`config.mk`:
```
export PLATFORM = sky130hd
export DESIGN_NAME = key_debounce_multi
export DESIGN_NICKNAME = d
export VERILOG_FILES = /design/src/rtl/key_debounce_multi.sv
export SDC_FILE = /design/constraint.sdc
export NUM_CORES = 1
export LEC_CHECK = 0
export ABC_AREA = 1
export BUFFER_PORTS_ARGS = -buffer_cell sky130_fd_sc_hd__buf_4
export CORE_MARGIN = 5
export CORE_UTILIZATION = 40
export DETAILED_ROUTE_END_ITERATION = 12
export SKIP_LAST_GASP = 1
export SYNTH_ARGS = -nofsm -noshare
export SYNTH_HDL_FRONTEND = slang
export SYNTH_SLANG_ARGS = --single-unit
```
`constraint.sdc`:
```
create_clock -name clk -period 8.35 [get_ports clk]
set_clock_uncertainty 0.15 [all_clocks]
set_input_delay 1.2525 -clock clk [delete_from_list [all_inputs] [get_ports clk]]
set_output_delay 1.2525 -clock clk [all_outputs]
set_load 0.02 [all_outputs]
```
`src/rtl/key_debounce_multi.sv`:
```
// Multi-channel key debouncer with press/release/long-press strobes.
// Each channel is fully independent and drives its own LED.
module key_debounce_multi #(
    parameter int N_KEYS      = 4,
    parameter int DB_CYCLES   = 1_000_000,
    parameter int LONG_CYCLES = 50_000_000,
    parameter int LED_MODE    = 0
) (
    input  logic              clk,
    input  logic              rst,
    input  logic [N_KEYS-1:0] key,
    output logic [N_KEYS-1:0] key_deb,
    output logic [N_KEYS-1:0] press_pulse,
    output logic [N_KEYS-1:0] release_pulse,
    output logic [N_KEYS-1:0] long_pulse,
    output logic [N_KEYS-1:0] led
);

    localparam int DB_W = (DB_CYCLES > 1) ? $clog2(DB_CYCLES) : 1;
    localparam int LG_W = (LONG_CYCLES > 1) ? $clog2(LONG_CYCLES) : 1;

    localparam logic [DB_W-1:0] DB_MAX = DB_W'(DB_CYCLES - 1);
    localparam logic [DB_W-1:0] DB_ONE = DB_W'(1);
    localparam logic [LG_W-1:0] LG_MAX = LG_W'(LONG_CYCLES - 1);
    localparam logic [LG_W-1:0] LG_PRE = LG_W'(LONG_CYCLES - 2);
    localparam logic [LG_W-1:0] LG_ONE = LG_W'(1);

    // s0/s1 form the synchroniser, s2 is the reference for edge detection
    logic [N_KEYS-1:0] r_s0;
    logic [N_KEYS-1:0] r_s1;
    logic [N_KEYS-1:0] r_s2;

    // Three-flop sample chain for all channels; idle level is high
    always_ff @(posedge clk or posedge rst) begin
        if (rst) begin
            r_s0 <= '1;
            r_s1 <= '1;
            r_s2 <= '1;
        end else begin
            r_s0 <= key;
            r_s1 <= r_s0;
            r_s2 <= r_s1;
        end
    end

    for (genvar g = 0; g < N_KEYS; g++) begin : g_ch

        logic [DB_W-1:0] r_db_cnt;
        logic [LG_W-1:0] r_lg_cnt;
        logic            r_key_deb;
        logic            r_deb_d;
        logic            r_press;
        logic            r_release;
        logic            r_long;
        logic            r_led;

        logic            w_edge;
        logic            w_db_full;
        logic            w_lg_full;
        logic            w_lg_pre;

        assign w_edge    = r_s1[g] ^ r_s2[g];
        assign w_db_full = (r_db_cnt == DB_MAX);
        assign w_lg_full = (r_lg_cnt == LG_MAX);
        assign w_lg_pre  = (r_lg_cnt == LG_PRE);

        // Stability window: any sampled change restarts it, saturates at full
        always_ff @(posedge clk or posedge rst) begin
            if (rst) begin
                r_db_cnt <= '0;
            end else if (w_edge) begin
                r_db_cnt <= '0;
            end else if (!w_db_full) begin
                r_db_cnt <= r_db_cnt + DB_ONE;
            end
        end

        // Accept the sampled level once it has been stable for the full window
        always_ff @(posedge clk or posedge rst) begin
            if (rst) begin
                r_key_deb <= 1'b1;
            end else if (w_db_full && !w_edge) begin
                r_key_deb <= r_s2[g];
            end
        end

        // Delayed debounced level and edge strobes derived from it
        always_ff @(posedge clk or posedge rst) begin
            if (rst) begin
                r_deb_d   <= 1'b1;
                r_press   <= 1'b0;
                r_release <= 1'b0;
            end else begin
                r_deb_d   <= r_key_deb;
                r_press   <= r_deb_d & ~r_key_deb;
                r_release <= ~r_deb_d & r_key_deb;
            end
        end

        // Pressed-time counter: cleared while released, saturates at the top
        always_ff @(posedge clk or posedge rst) begin
            if (rst) begin
                r_lg_cnt <= '0;
            end else if (r_key_deb) begin
                r_lg_cnt <= '0;
            end else if (!w_lg_full) begin
                r_lg_cnt <= r_lg_cnt + LG_ONE;
            end
        end

        // Long-press strobe fires only on the step into the saturated value
        always_ff @(posedge clk or posedge rst) begin
            if (rst) begin
                r_long <= 1'b0;
            end else begin
                r_long <= ~r_key_deb & w_lg_pre;
            end
        end

        // LED behaviour selected at build time
        always_ff @(posedge clk or posedge rst) begin
            if (rst) begin
                r_led <= 1'b0;
            end else if (LED_MODE == 1) begin
                r_led <= ~r_key_deb;
            end else if (LED_MODE == 2) begin
                if (r_long) begin
                    r_led <= ~r_led;
                end
            end else begin
                if (r_press) begin
                    r_led <= ~r_led;
                end
            end
        end

        assign key_deb[g]       = r_key_deb;
        assign press_pulse[g]   = r_press;
        assign release_pulse[g] = r_release;
        assign long_pulse[g]    = r_long;
        assign led[g]           = r_led;

    end

endmodule

```
Word level (Yosys, flattened, before mapping)
Index checks and enable logic that the tools add are counted.
- input port bits: 6
- logic and storage cells: 115
- output and inout bits: 20
- bits in registers: 220
- muxes and demuxes: 16
- bitwise gates (word level): 28
- add/sub/neg operators: 8
- reduce and logical (&&, ||, !) cells: 8
- equal/unequal tests: 20
- operators by type and width (cell ; count):
    26-bit == test, second input constant ; 8
    26-bit 2-to-1 mux ; 8
    20-bit 2-to-1 mux ; 8
    26-bit by 1-bit adder with 26-bit output, second input constant ; 4
    20-bit by 1-bit adder with 20-bit output, second input constant ; 4
    20-bit == test, second input constant ; 4
    2-bit inequality test, second input constant ; 8
    1-bit AND ; 12
    1-bit NOT ; 12
    1-bit logical AND ; 4
    1-bit logical NOT ; 4
    1-bit bitwise XOR ; 4

Depth between registers and ports, before layout
- word-level depth: 3
- gate-level depth with buffers: 9
- mapped depth without buffers: 9

Least setup slack after synthesis
No wires, ideal clock.
- path type: register -> output
- start: reg g_ch[3].r_key_deb
- end: out key_deb[3]
- arrival: 0.692 ns
- cell stages (with the launch flop): 2
- path slack: 6.256 ns
- cells stage by stage: dfstp_2 > buf_4
- RTL lines (what ; line ; RTL):
    start, declared ; 50 ; logic r_key_deb;
    start signal, assigned ; 83 ; r_key_deb <= r_s2[g];
    end, declared ; 12 ; output logic [N_KEYS-1:0] key_deb,
No word-level cell between the ends.

Worst setup path after layout
- start: reg g_ch[1].r_key_deb
- end: out key_deb[1]
- RTL lines (what ; line):
    start, declared ; 50
    start signal, assigned ; 83
No word-level cell between the ends.

==> flow_summary.toml <==
[outcome]
status = "completed"

[route]
vias = 10773
routed_wl_mm = 26.50
drt-initial-drc-count = 625
wl_per_cell_um = 11.79
drcViolationCount = 0
via_per_inst = 4.792
first_pass_iters = 5
ant_nets = 0

[placed_design]
dp_hpwl_mm = 18.83
place_congestion = 0.8334
place_ws_ps = 4977
port_buffers = 25
placed_area_um2 = 13180

[setup_path]
r2r-start = "r_s2[0]$_DFF_PP1_"
reg2reg_slack_ps = 6370
start_kind = "flop"
crit_buf_inv = 1
r2r_end = "g_ch[0].r_key_deb$_DFFE_PP1P_"
worstSetupEndpointType = "output pin"
crit_end = "key_deb[1]"
crit_start = "g_ch[1].r_key_deb$_DFFE_PP1P_"
worstSetupPathType = "flop to output pin"
r2r_cells = 6
worstSetupPathDepth = 1
cp_top_family = "flip-flops"
slowest_delay_ps = 790
cp.arrival_ps = 1530
critPathRequiredTime_ps = 6950
crit_chain = "buf_4"
cp_slowest_cell = "dfstp_2"
worstPathMaxFanout = 20

[floorplan]
die_w_um = 188.1
coreArea_um2 = 31470
dieArea_um2 = 35390
rows = 65
pin_count = 26
initial_utilization_pct = 40.33
die_height_um = 188.1

[global_routing]
antenna_found_initial = 0
grt_pass1_wl_mm = 47.86
grt_max_degree = 146
grt_use_total_pct = 15.38
grt_pass1_vias = 10324
grt_overflow_total = 0

[cts]
cts_buffers = 26
htree_levels = 1
cts-resized-gates = 0
cts_tree = "yes"
path_clk_slew_ps = 60
cts-root-buf = "clkbuf_16"
ctsHoldBuffers = 0
numClockSinks = 220
insertion_delay_ps = 530
max-clock-path-buffers = 3
post_cts_buffers = 0

[synthesis]
syn_nets = 1830
synth.avg_cell_area_um2 = 7.020
synth_top_area_cell = "dfrtp_1"
ys_top_cells_by_area = "dfrtp_1 39%, nand2_1 16%, nor2_1 11%"
ys_ff_latch = 220
synthCells = 1808
ys_warn_count = 0
synth_area_um2 = 12690
synth_top_area_share_pct = 39.43
ys_types = 36
synth_seq_area_share_pct = 43.57

[sta]
setup_tns_ps = 0
finalWorstSetupSlack_ps = 5417
layout_min_cycle_time_ps = 2933
finalMaxSlewViolations = 0
hold_violations = 0
setup_viol = 0
worst_pin_slew_ps = 1018
fmax_mhz = 341.0
period_share_pct = 35.12
slew_headroom_pct = 32.12
rsz0062_at_grt = "false"

[final_layout]
syn_to_final_growth_pct = 10.59
nets = 1848
num_antenna_cells = 0
drive_above_1_share_pct = 9.913
fin_area_um2 = 14040

[worst_hold_path]
worstHoldStart = "r_s0[3]$_DFF_PP1_"
hold_class = "flop to flop"

[power]
power.density_nw_per_um2 = 161.7
vdd_ir_drop_max_mv = 0.1278
p_leak_nw = 6.519

[flow_run]
maxCapViolCount = 0
==> metrics by stage <==
stage | std cells | util, % | total power, W | hold slack (ps)
after floorplan | 1808 | - | 0.001146 | 195.2
after global placement | 2200 | 41.86 | 0.001163 | 197.8
after detailed placement | 2200 | 41.86 | 0.001164 | 197.0
after CTS | 2248 | 44.60 | 0.002313 | 205.9
after global routing | 2248 | 44.60 | 0.002372 | 208.6
final | 2248 | 44.60 | 0.002270 | 205.9
==> cell families after synthesis <==
kind of cell | share of synthesized area, %
flip-flops | 43.57
adder cells (fa/ha/maj) | 1.577
AND/OR/NAND/NOR | 41.98
AO/OA/AOI/OAI | 3.155
XOR/XNOR | 1.853
buffers and inverters | 7.867
==> where the power goes <==
group / internal [W] / total (W) / switching (W)
clock network: 0.000681 / 0.00113 / 0.000448
logic: 0.0000125 / 0.0000543 / 0.0000418
registers: 0.00108 / 0.00109 / 0.00000931
==> worst min path at each step <==
stage	slack, ps	to	depth (start not counted)
floorplan	200	r_s1[0]$_DFF_PP1_	0
global placement	200	r_s1[3]$_DFF_PP1_	0
detailed placement	200	r_s1[3]$_DFF_PP1_	0
CTS	210	r_s1[3]$_DFF_PP1_	0
global route	210	r_s1[3]$_DFF_PP1_	0
finish	210	r_s1[3]$_DFF_PP1_	0
==> flip-flops by register name (all words and copies together) (netlist names) <==
register,count
g_ch.r_deb_d,4
r_s1,4
r_s2,4
r_s0,4
g_ch.r_key_deb,4
g_ch.r_release,4
g_ch.r_led,4
g_ch.r_press,4
g_ch.r_long,4
g_ch.r_lg_cnt,104
g_ch.r_db_cnt,80
==> per-layer routing <==
layer / track usage [%] / vias to the layer above / routed length, um
li1: - / 5666 / -
met5: 0 / - / 0
met2: 26.00 / 102 / 12250
met4: 3.275 / 0 / 433
met1: 21.24 / 4972 / 13070
met3: 2.010 / 33 / 746
==> cell usage in the layout (no fill, tap or decap), drive strengths merged, types with 22 or more instances in the layout <==
cell type / count
nor2: 393
or2: 32
o21ai: 35
nor3: 22
nand4: 51
buf: 27
nand2: 561
a21oi: 39
dfrtp: 200
nand3: 153
clkbuf: 36
inv: 204
==> cells in the mapped netlist, drive strengths merged <==
cell,number
nand2,561
nor2b,1
nand3b,1
xor2,20
or2,32
and3,1
xnor2,6
nand3,153
o21bai,3
dfrtp,200
o31ai,1
dfstp,20
ha,16
nor4,2
inv,204
nor3,22
clkinv,1
clkbuf,8
a21oi,39
nand4,51
o21ai,35
buf,29
and2,3
nor2,393
nor3b,6
==> cell type report <==
class                   instances  area (um^2)
fillers                      3135        17440
multi-input cells            1346         6163
flip-flops and latches        220         5530
inverters                     205        777.0
clock buffers                  36        739.5
well taps                     402        503.0
repair buffers                 27        202.7
clock inverters                12        120.1
No activity file was read; power rests on OpenSTA's default activity.
